**config.mk**
```make
export PLATFORM = sky130hd
export DESIGN_NAME = pipeline_fetch_queue_flat
export DESIGN_NICKNAME = d
export VERILOG_FILES = /design/src/rtl/fetch_if.sv /design/src/rtl/pipeline_fetch_queue.sv /design/src/flat_wrapper.sv
export SDC_FILE = /design/constraint.sdc
export NUM_CORES = 2
export LEC_CHECK = 0
export ABC_CLOCK_PERIOD_IN_PS = 13050
export CORE_ASPECT_RATIO = 1.5
export CORE_MARGIN = 10
export CORE_UTILIZATION = 45
export CTS_BUF_LIST = sky130_fd_sc_hd__clkbuf_4 sky130_fd_sc_hd__clkbuf_8
export DETAILED_ROUTE_END_ITERATION = 10
export GPL_TIMING_DRIVEN = 0
export PLACE_DENSITY_LB_ADDON = 0.2
export SLEW_MARGIN = 10
export SYNTH_ARGS = -nofsm -noshare
export SYNTH_HDL_FRONTEND = slang
export SYNTH_SLANG_ARGS = --single-unit
```
**constraint.sdc**
```tcl
create_clock -name clk -period 13.05 [get_ports clk]
set_input_delay 2.61 -clock clk [delete_from_list [all_inputs] [get_ports clk]]
set_output_delay 2.61 -clock clk [all_outputs]
set_load 0.01 [all_outputs]
```
**src/rtl/fetch_if.sv**
```systemverilog
// ----------------------------------------------------------------------------
// fetch_if
//   Valid/ready handshake from the fetch queue to decode.
//   master (fetch queue): drives valid, instr, op, imm, pc, illegal; samples ready
//   slave  (decode)     : samples the head fields; drives ready (execute !mult)
// ----------------------------------------------------------------------------
interface fetch_if;
  logic        valid;    // queue head holds an instruction
  logic        ready;    // decode accepts the head this cycle
  logic [31:0] instr;    // head instruction word
  logic [7:0]  op;       // instr[7:0]
  logic [23:0] imm;      // instr[31:8]
  logic [31:0] pc;       // unwrapped PC of the head instruction
  logic        illegal;  // head op above the last defined ALU op

  modport master (output valid, instr, op, imm, pc, illegal, input  ready);
  modport slave  (input  valid, instr, op, imm, pc, illegal, output ready);
endinterface

```
**src/rtl/pipeline_fetch_queue.sv**
```systemverilog
// ----------------------------------------------------------------------------
// pipeline_fetch_queue
//   Instruction fetch + prefetch FIFO in front of the accumulator execute pipe.
//   Holds the instruction memory and a sequential fetch PC, prefetches words
//   into a small circular queue and presents the head to decode. Back-pressure
//   from decode stalls fetch; a redirect flushes and restarts at a new PC.
//
// Ports
//   clk, rst_n      clock; asynchronous active-low reset
//   i_imem_we       instruction memory write enable (program load)
//   i_imem_waddr    memory write address
//   i_imem_wdata    memory write data (op [7:0], imm [31:8])
//   i_redir_valid   flush the queue and restart fetch at i_redir_pc
//   i_redir_pc      redirect target PC
//   o_dec           fetch_if.master handshake towards decode
//   o_q_count       queue occupancy
//   o_pop_count     completed handshakes since reset (wraps at 2^32)
// ----------------------------------------------------------------------------
module pipeline_fetch_queue #(
  parameter int DEPTH      = 4,
  parameter int IMEM_WORDS = 32
) (
  input  logic                          clk,
  input  logic                          rst_n,
  input  logic                          i_imem_we,
  input  logic [$clog2(IMEM_WORDS)-1:0] i_imem_waddr,
  input  logic [31:0]                   i_imem_wdata,
  input  logic                          i_redir_valid,
  input  logic [31:0]                   i_redir_pc,
  fetch_if.master                       o_dec,
  output logic [$clog2(DEPTH):0]        o_q_count,
  output logic [31:0]                   o_pop_count
);

  localparam int AW = $clog2(IMEM_WORDS);
  localparam int PW = $clog2(DEPTH);
  localparam logic [PW:0] FULL = (PW+1)'(DEPTH);

  logic [31:0]   r_imem    [IMEM_WORDS];
  logic [31:0]   r_q_instr [DEPTH];
  logic [31:0]   r_q_pc    [DEPTH];
  logic [PW-1:0] r_rd_ptr;
  logic [PW-1:0] r_wr_ptr;
  logic [PW:0]   r_count;
  logic [31:0]   r_fetch_pc;
  logic [31:0]   r_pop_count;

  logic        w_valid;
  logic        w_pop;
  logic        w_push;
  logic [31:0] w_fetch_word;
  logic [31:0] w_redir_word;
  logic [31:0] w_head_instr;
  logic [31:0] w_head_pc;

  // Asynchronous reads: a same-cycle write to the fetched address is only
  // visible after the edge, so the fetch sees the old word.
  assign w_valid      = (r_count != '0);
  assign w_fetch_word = r_imem[r_fetch_pc[AW-1:0]];
  assign w_redir_word = r_imem[i_redir_pc[AW-1:0]];

  // Redirect overrides both queue operations; a handshake in that cycle is
  // discarded and not counted.
  always_comb begin
    // NOTE: every signal driven here gets a default first so no path can
    // leave it unassigned and infer a latch.
    w_pop  = 1'b0;
    w_push = 1'b0;
    if (!i_redir_valid) begin
      w_pop  = w_valid && o_dec.ready;
      // A pop frees a slot in the same edge, so a full queue still refills.
      w_push = (r_count < FULL) || w_pop;
    end
  end

  // Program memory.
  always_ff @(posedge clk or negedge rst_n) begin
    if (!rst_n) begin
      // NOTE: the memory is cleared by reset because the program must read
      // as all-zero after reset; this forces a flop array rather than RAM.
      for (int i = 0; i < IMEM_WORDS; i++) r_imem[i] <= '0;
    end else if (i_imem_we) begin
      r_imem[i_imem_waddr] <= i_imem_wdata;
    end
  end

  // Queue payload: not reset, entries are only observed through r_count.
  always_ff @(posedge clk) begin
    if (i_redir_valid) begin
      r_q_instr[0] <= w_redir_word;
      r_q_pc[0]    <= i_redir_pc;
    end else if (w_push) begin
      r_q_instr[r_wr_ptr] <= w_fetch_word;
      r_q_pc[r_wr_ptr]    <= r_fetch_pc;
    end
  end

  // Pointers, occupancy, fetch PC and handshake counter.
  always_ff @(posedge clk or negedge rst_n) begin
    if (!rst_n) begin
      // NOTE: sequential state uses non-blocking assignments so every
      // register samples pre-edge values regardless of statement order.
      r_rd_ptr    <= '0;
      r_wr_ptr    <= '0;
      r_count     <= '0;
      r_fetch_pc  <= '0;
      r_pop_count <= '0;
    end else if (i_redir_valid) begin
      // Flush and place the target in slot 0 so it is the head next cycle.
      r_rd_ptr   <= '0;
      r_wr_ptr   <= PW'(1);
      r_count    <= (PW+1)'(1);
      r_fetch_pc <= i_redir_pc + 32'd1;
    end else begin
      if (w_push) begin
        r_wr_ptr   <= r_wr_ptr + PW'(1);
        r_fetch_pc <= r_fetch_pc + 32'd1;
      end
      if (w_pop) begin
        r_rd_ptr    <= r_rd_ptr + PW'(1);
        r_pop_count <= r_pop_count + 32'd1;
      end
      case ({w_push, w_pop})
        2'b10:   r_count <= r_count + (PW+1)'(1);
        2'b01:   r_count <= r_count - (PW+1)'(1);
        default: r_count <= r_count;
      endcase
    end
  end

  // Head presentation; an empty queue drives zeros.
  assign w_head_instr = w_valid ? r_q_instr[r_rd_ptr] : '0;
  assign w_head_pc    = w_valid ? r_q_pc[r_rd_ptr]    : '0;

  assign o_dec.valid   = w_valid;
  assign o_dec.instr   = w_head_instr;
  assign o_dec.op      = w_head_instr[7:0];
  assign o_dec.imm     = w_head_instr[31:8];
  assign o_dec.pc      = w_head_pc;
  assign o_dec.illegal = (w_head_instr[7:0] > 8'h03);

  assign o_q_count   = r_count;
  assign o_pop_count = r_pop_count;

endmodule

```
**src/flat_wrapper.sv**
```systemverilog
// flat-port wrapper written by rule: the top's interface ports become plain ports
module pipeline_fetch_queue_flat 
#(
  parameter int DEPTH      = 4,
  parameter int IMEM_WORDS = 32
)
  (clk, rst_n, i_imem_we, i_imem_waddr, i_imem_wdata, i_redir_valid, i_redir_pc, o_q_count, o_pop_count, o_dec_valid, o_dec_instr, o_dec_op, o_dec_imm, o_dec_pc, o_dec_illegal, o_dec_ready);
  fetch_if o_dec_i ();
  input  logic clk;
  input  logic rst_n;
  input  logic i_imem_we;
  input  logic [$clog2(IMEM_WORDS)-1:0] i_imem_waddr;
  input  logic [31:0] i_imem_wdata;
  input  logic i_redir_valid;
  input  logic [31:0] i_redir_pc;
  output logic [$clog2(DEPTH):0] o_q_count;
  output logic [31:0] o_pop_count;
  output wire logic [$bits(o_dec_i.valid)-1:0] o_dec_valid;
  output wire logic [$bits(o_dec_i.instr)-1:0] o_dec_instr;
  output wire logic [$bits(o_dec_i.op)-1:0] o_dec_op;
  output wire logic [$bits(o_dec_i.imm)-1:0] o_dec_imm;
  output wire logic [$bits(o_dec_i.pc)-1:0] o_dec_pc;
  output wire logic [$bits(o_dec_i.illegal)-1:0] o_dec_illegal;
  input wire logic [$bits(o_dec_i.ready)-1:0] o_dec_ready;
  assign o_dec_valid = o_dec_i.valid;
  assign o_dec_instr = o_dec_i.instr;
  assign o_dec_op = o_dec_i.op;
  assign o_dec_imm = o_dec_i.imm;
  assign o_dec_pc = o_dec_i.pc;
  assign o_dec_illegal = o_dec_i.illegal;
  assign o_dec_i.ready = o_dec_ready;
  pipeline_fetch_queue #(.DEPTH(DEPTH), .IMEM_WORDS(IMEM_WORDS)) u_core (.clk(clk), .rst_n(rst_n), .i_imem_we(i_imem_we), .i_imem_waddr(i_imem_waddr), .i_imem_wdata(i_imem_wdata), .i_redir_valid(i_redir_valid), .i_redir_pc(i_redir_pc), .o_dec(o_dec_i), .o_q_count(o_q_count), .o_pop_count(o_pop_count));
endmodule
```
Word level (Yosys, flattened, before mapping)
Memory sizes are Yosys's and may differ from the RTL's.
Cells that the tools add are included.
- add/sub/neg operators: 7
- order comparisons: 6
- equal/unequal tests: 2
- multiplexer cells: 32
- bitwise operators: 4
- reduce and logical (&&, ||, !) cells: 10
- operators by type and width (cell ; number):
    1024-bit bitwise mux ; 1
    32-bit two-way mux ; 11
    32-bit binary-select mux with 5-bit select ; 2
    32-bit demux with 5-bit select ; 1
    32-bit by 1-bit adder with 32-bit output (second input constant) ; 3
    32-bit OR reduction ; 2
    6-bit >= comparator (second input constant) ; 3
    5-bit NOT with 6-bit output ; 3
    2-bit two-way mux ; 6
    1-bit two-way mux ; 9
    8-bit by 2-bit greater-than comparator with 1-bit output (second input constant) ; 1
    6-bit by 1-bit < comparator with 1-bit output (second input constant) ; 1
    3-bit case mux with 2 select lines ; 1
    3-bit nonzero test ; 2
    2-bit by 1-bit adder with 2-bit output (second input constant) ; 2
    2-bit nonzero test ; 2
    3-bit by 1-bit adder with 3-bit output (second input constant) ; 1
    3-bit < comparator (second input constant) ; 1
    3-bit two-way mux ; 1
    3-bit by 1-bit subtractor with 3-bit output (second input constant) ; 1
    2-bit by 1-bit equality test with 1-bit output (second input constant) ; 1
    2-bit equality test (second input constant) ; 1
    1-bit logical AND ; 2
    2-bit AND reduction ; 1
    other kinds (2) ; 2
- register bits: 1095
- bits in writable memories: 256
- output and inout port bits: 133
- logic and storage cells: 100
- memories: 2
- memory list (name ; words ; bits a word ; rd ports ; clocked after Yosys merged registers in ; write ports ; RTL line ; source):
    u_core.r_q_instr ; 4 ; 32 ; 1 ; 0 ; 1 ; pipeline_fetch_queue.sv:40 ; logic [31:0] r_q_instr [DEPTH];
    u_core.r_q_pc ; 4 ; 32 ; 1 ; 0 ; 1 ; pipeline_fetch_queue.sv:41 ; logic [31:0] r_q_pc [DEPTH];

Longest topological paths before layout
- word-level depth: 9
- gate-level depth with buffers: 15
- gate-level depth less buffers: 8

Worst setup path after synthesis
No wires, ideal clock.
- path type: in2reg
- start: input port i_redir_valid
- end: memory u_core.r_q_instr[1][0], enable pin
- setup time: 0.578 ns
- arrival: 7.909 ns
- required time: 12.472 ns
- path slack: 4.562 ns
- stages on the path: 5
- path buffers: 3
- cell sequence: buf_6 -> nand2b_1 -> buf_2 -> clkbuf_1 -> nor3b_1
- cells in the longest elaborated chain, start to end: 6
- elaborated cells on any way between the ends: 9
- RTL lines (element ; RTL line ; source):
    start: declaration ; flat_wrapper.sv:14 ; input logic i_redir_valid;
    1-bit two-way mux ; pipeline_fetch_queue.sv:69 ; if (!i_redir_valid) begin
    1-bit two-way mux ; pipeline_fetch_queue.sv:92 ; end else if (w_push) begin
    1-bit two-way mux ; pipeline_fetch_queue.sv:89 ; if (i_redir_valid) begin
    1-bit two-way mux (not written as such) ; pipeline_fetch_queue.sv:93 ; r_q_instr[r_wr_ptr] <= w_fetch_word;
    32-bit OR reduction (no line) ; -- ;
    2-bit two-way mux (no line) / 1-bit two-way mux (equally long branches) ; -- ;
    end: declaration ; pipeline_fetch_queue.sv:40 ;
Several ways; a longest one is shown, not always the timed one.

Worst setup path in the final report
- start: register u_core.r_rd_ptr[0]
- end: output port o_dec_instr[19]
- cells in the longest elaborated chain, start to end: 2
- RTL lines (element ; RTL line ; source):
    start: declaration ; pipeline_fetch_queue.sv:42 ; logic [PW-1:0] r_rd_ptr;
    start signal: assignment ; pipeline_fetch_queue.sv:120 ; r_rd_ptr <= r_rd_ptr + PW'(1);
    memory 4 x 32 bit ; -- ;
    32-bit two-way mux ; pipeline_fetch_queue.sv:132 ; assign w_head_instr = w_valid ? r_q_instr[r_rd_ptr] : '0;
    end: declaration ; flat_wrapper.sv:19 ; output wire logic [$bits(o_dec_i.instr)-1:0] o_dec_instr;
No other way between the ends.

==> flow_summary.yaml <==
run_status:
  status: "finished, violations left"
  violations: "capacitance limit"
sta:
  tightest_slew_ps: 1500
  achievable-frequency_mhz: 148
  drv_slew: 0
  layout_min_cycle_time_ps: 6760
  fin_skew_ps: 55.5
  post-route-period-util_pct: 51.8
  finalSetupViolCount: 0
  setup-tns-final_ps: 0
  hold_viol_final: 0
  rsz0062_at_grt: "no"
  whs_ps: 469
  relSlewSlack_pct: 0.165
power:
  powerDensity_nw_per_um2: 168
  power.leakage_nw: 32.7
  ir_worst_vdd_v: 0.000108
  switching_share_pct: 31.1
  p_switching_mw: 4.10
  p_int_mw: 9.10
  combPwrFrac_pct: 28.7
  seqPwrFrac_pct: 42.7
  pwr-share-clk_pct: 28.6
cts:
  hold_buffers: 0
  clock_latency_ps: 1000
  cts.path.max_buffers: 3
  clock_sinks: 1351
  cts_made_buffers: 203
  ctsResizeCount: 0
  ctsRootBufferMaster: "clkbuf_8"
  htreeDepth: 4
  cts_setup_buffers: 0
  clk_pin_slew_ps: 70
  cts_tree: "built"
logic_synthesis:
  syn_avg_cell_area_um2: 15.6
  syn-instance-count: 4422
  syn_area_um2: 68900
  async_reset_ff_share_pct: 81.1
  yosys_warnings: 0
  synth.ff_latch_count: 1351
  ys_seq_area_share_pct: 50.9
  synth-edff-count: 256
  synth_nets: 4499
  post_synth_num_cell_types: 61
  ys.flop_type: "dfrtp_1"
critical_path:
  crit_path_end_kind: "output port"
  cp_num_buf_inv: 4
  crit_path_top_delay_cell: "buf_1"
  cp-start-kind: "register"
  crit_required_ps: 10440
  critPathMaxFanout: 10
  crit_path_max_incr_delay_ps: 790
  cp_cell_sequence: "buf_1, buf_2, mux4_2, and2_1, buf_4, clkdlybuf4s50_1"
  crit_type: "register to output port"
  worstPathArrival_ps: 4150
  crit_family: "buffers and inverters"
detailed_routing:
  vias: 44130
  drtAntennaViolNets: 0
  drt_first_pass_iters: 6
  wirelength_mm: 239
  drtIter0Drc: 3798
  drcViolationCount: 0
  wl_per_cell_um: 33.9
  avgViaCountPerCell: 6.27
floorplanning:
  core_area_um2: 152000
  top_level_ports: 207
  die_w_um: 340
  initial_utilization_pct: 45.4
  die_area_um2: 170000
  fp.dieH_um: 499
  std_cell_rows: 175
global_routing:
  grt_max_degree: 156
  grt_pass1_wl_mm: 340
  antenna_found_initial: 14
  overflow: 0
  first_global_vias: 46730
  grt_usage_pct: 28.0
layout:
  layout-drive-gt1-share_pct: 43.9
  final_util_pct: 51.6
  multi_input_area_um2: 31800
  layout_commonest_cell: "dfrtp_1"
  final_nets: 4927
  finalInstanceArea_um2: 78400
  seqCellArea_um2: 35100
  final_cell_mix: "dfrtp_1 (1,095), mux2_2 (1,028), mux4_2 (576)"
  fillers: 12823
  area_growth_pct: 13.7
run:
  max-cap-violations: 1
placed_design:
  place_congestion: 0.937
  portBuffers: 201
  post_dp_cell_area_um2: 74000
  dp_hpwl_mm: 173
worst_hold_path:
  hp-class: "register to register"
-- metrics by stage --
step           setup slack, ps  power [mW]  cells
6_report                  6290        13.2   7043
5_1_grt                   6080        13.7   7042
4_1_cts                   6090        13.2   7039
3_5_place_dp              6000        9.45   6680
3_3_place_gp            -41810        9.36   6658
2_1_floorplan             4560        7.96   4422
-- power by group through the flow --
| stage | Sequential (mW) | Combinational, mW | Clock [mW] |
|---|---|---|---|
| 4_1_cts | 5.61 | 3.77 | 3.82 |
| 3_5_place_dp | 5.69 | 3.76 | 0 |
| 6_report | 5.63 | 3.79 | 3.77 |
| 2_1_floorplan | 5.53 | 2.44 | 0 |
| 3_3_place_gp | 5.68 | 3.68 | 0 |
| 5_1_grt | 5.72 | 3.97 | 3.99 |
-- kinds of logic after synthesis --
kind of cell	synth area share, %
xor gates and xnor gates	1.19
adders and majority gates	0.0653
muxes	39.7
AOI/OAI and AO/OA	1.60
other	0.00544
DFF	50.9
and+or+nand+nor	3.58
buffers and inverters	2.93
-- state kept, by name, summed over array words and instances (netlist names) --
| signal | flops |
|---|---|
| u_core.o_pop_count | 32 |
| u_core.o_q_count | 3 |
| u_core.r_fetch_pc | 32 |
| u_core.r_imem | 1024 |
| u_core.r_q_instr | 128 |
| u_core.r_q_pc | 128 |
| u_core.r_rd_ptr | 2 |
| u_core.r_wr_ptr | 2 |
-- per-layer routing --
metal,wire length [um],GRT usage (%),vias up
met3,17200,6.99,768
li1,-,-,17912
met1,82500,30.4,23448
met5,65,0,-
met4,18800,18.2,10
met2,120000,48.4,1992
-- Yosys cell counts (all sizes together) (8+ instances only) --
cell type	instances	area, um2
nor2	61	234
a21oi	11	55.1
edfxtp	256	7690
o22ai	130	813
nand2	155	582
and2	69	432
o21ai	10	50.1
mux4	576	13000
nand3	41	220
nor3b	8	65.1
nand4	17	106
xor2	33	289
dfrtp	1095	27400
clkbuf	232	871
mux2	1028	11600
nand3b	14	130
mux2i	282	2820
and3	11	68.8
buf	216	1120
xnor2	61	534
nor3	18	105
or4	33	248
-- path summary, 6_finish.rpt --
kind                                         from  slack, ps  depth (start not counted)                     end
setup / recovery               u_core.r_rd_ptr[0]       6290                          6         o_dec_instr[19]
hold / removal             u_core.o_pop_count[31]        470                          1  u_core.o_pop_count[31]
setup reg to reg             u_core.r_fetch_pc[1]       7850                         12   u_core.r_fetch_pc[30]
hold reg to reg            u_core.o_pop_count[31]        470                          1  u_core.o_pop_count[31]
max in group asynchronous                   rst_n       8600                          5     u_core.r_imem[1009]
min in group asynchronous                   rst_n       1540                          1  u_core.o_pop_count[29]
-- layout make-up --
type / instances / area share, %
diodes: 4 / 0.0128
multi-input cells: 2616 / 40.6
clock buffers: 320 / 5.05
inverters: 7 / 0.0335
repair buffers: 223 / 3.13
flip-flops and latches: 1351 / 44.8
plain buffers: 448 / 2.63
well taps: 2035 / 3.25
clock inverters: 39 / 0.469
No activity file was read; power rests on OpenSTA's default activity.
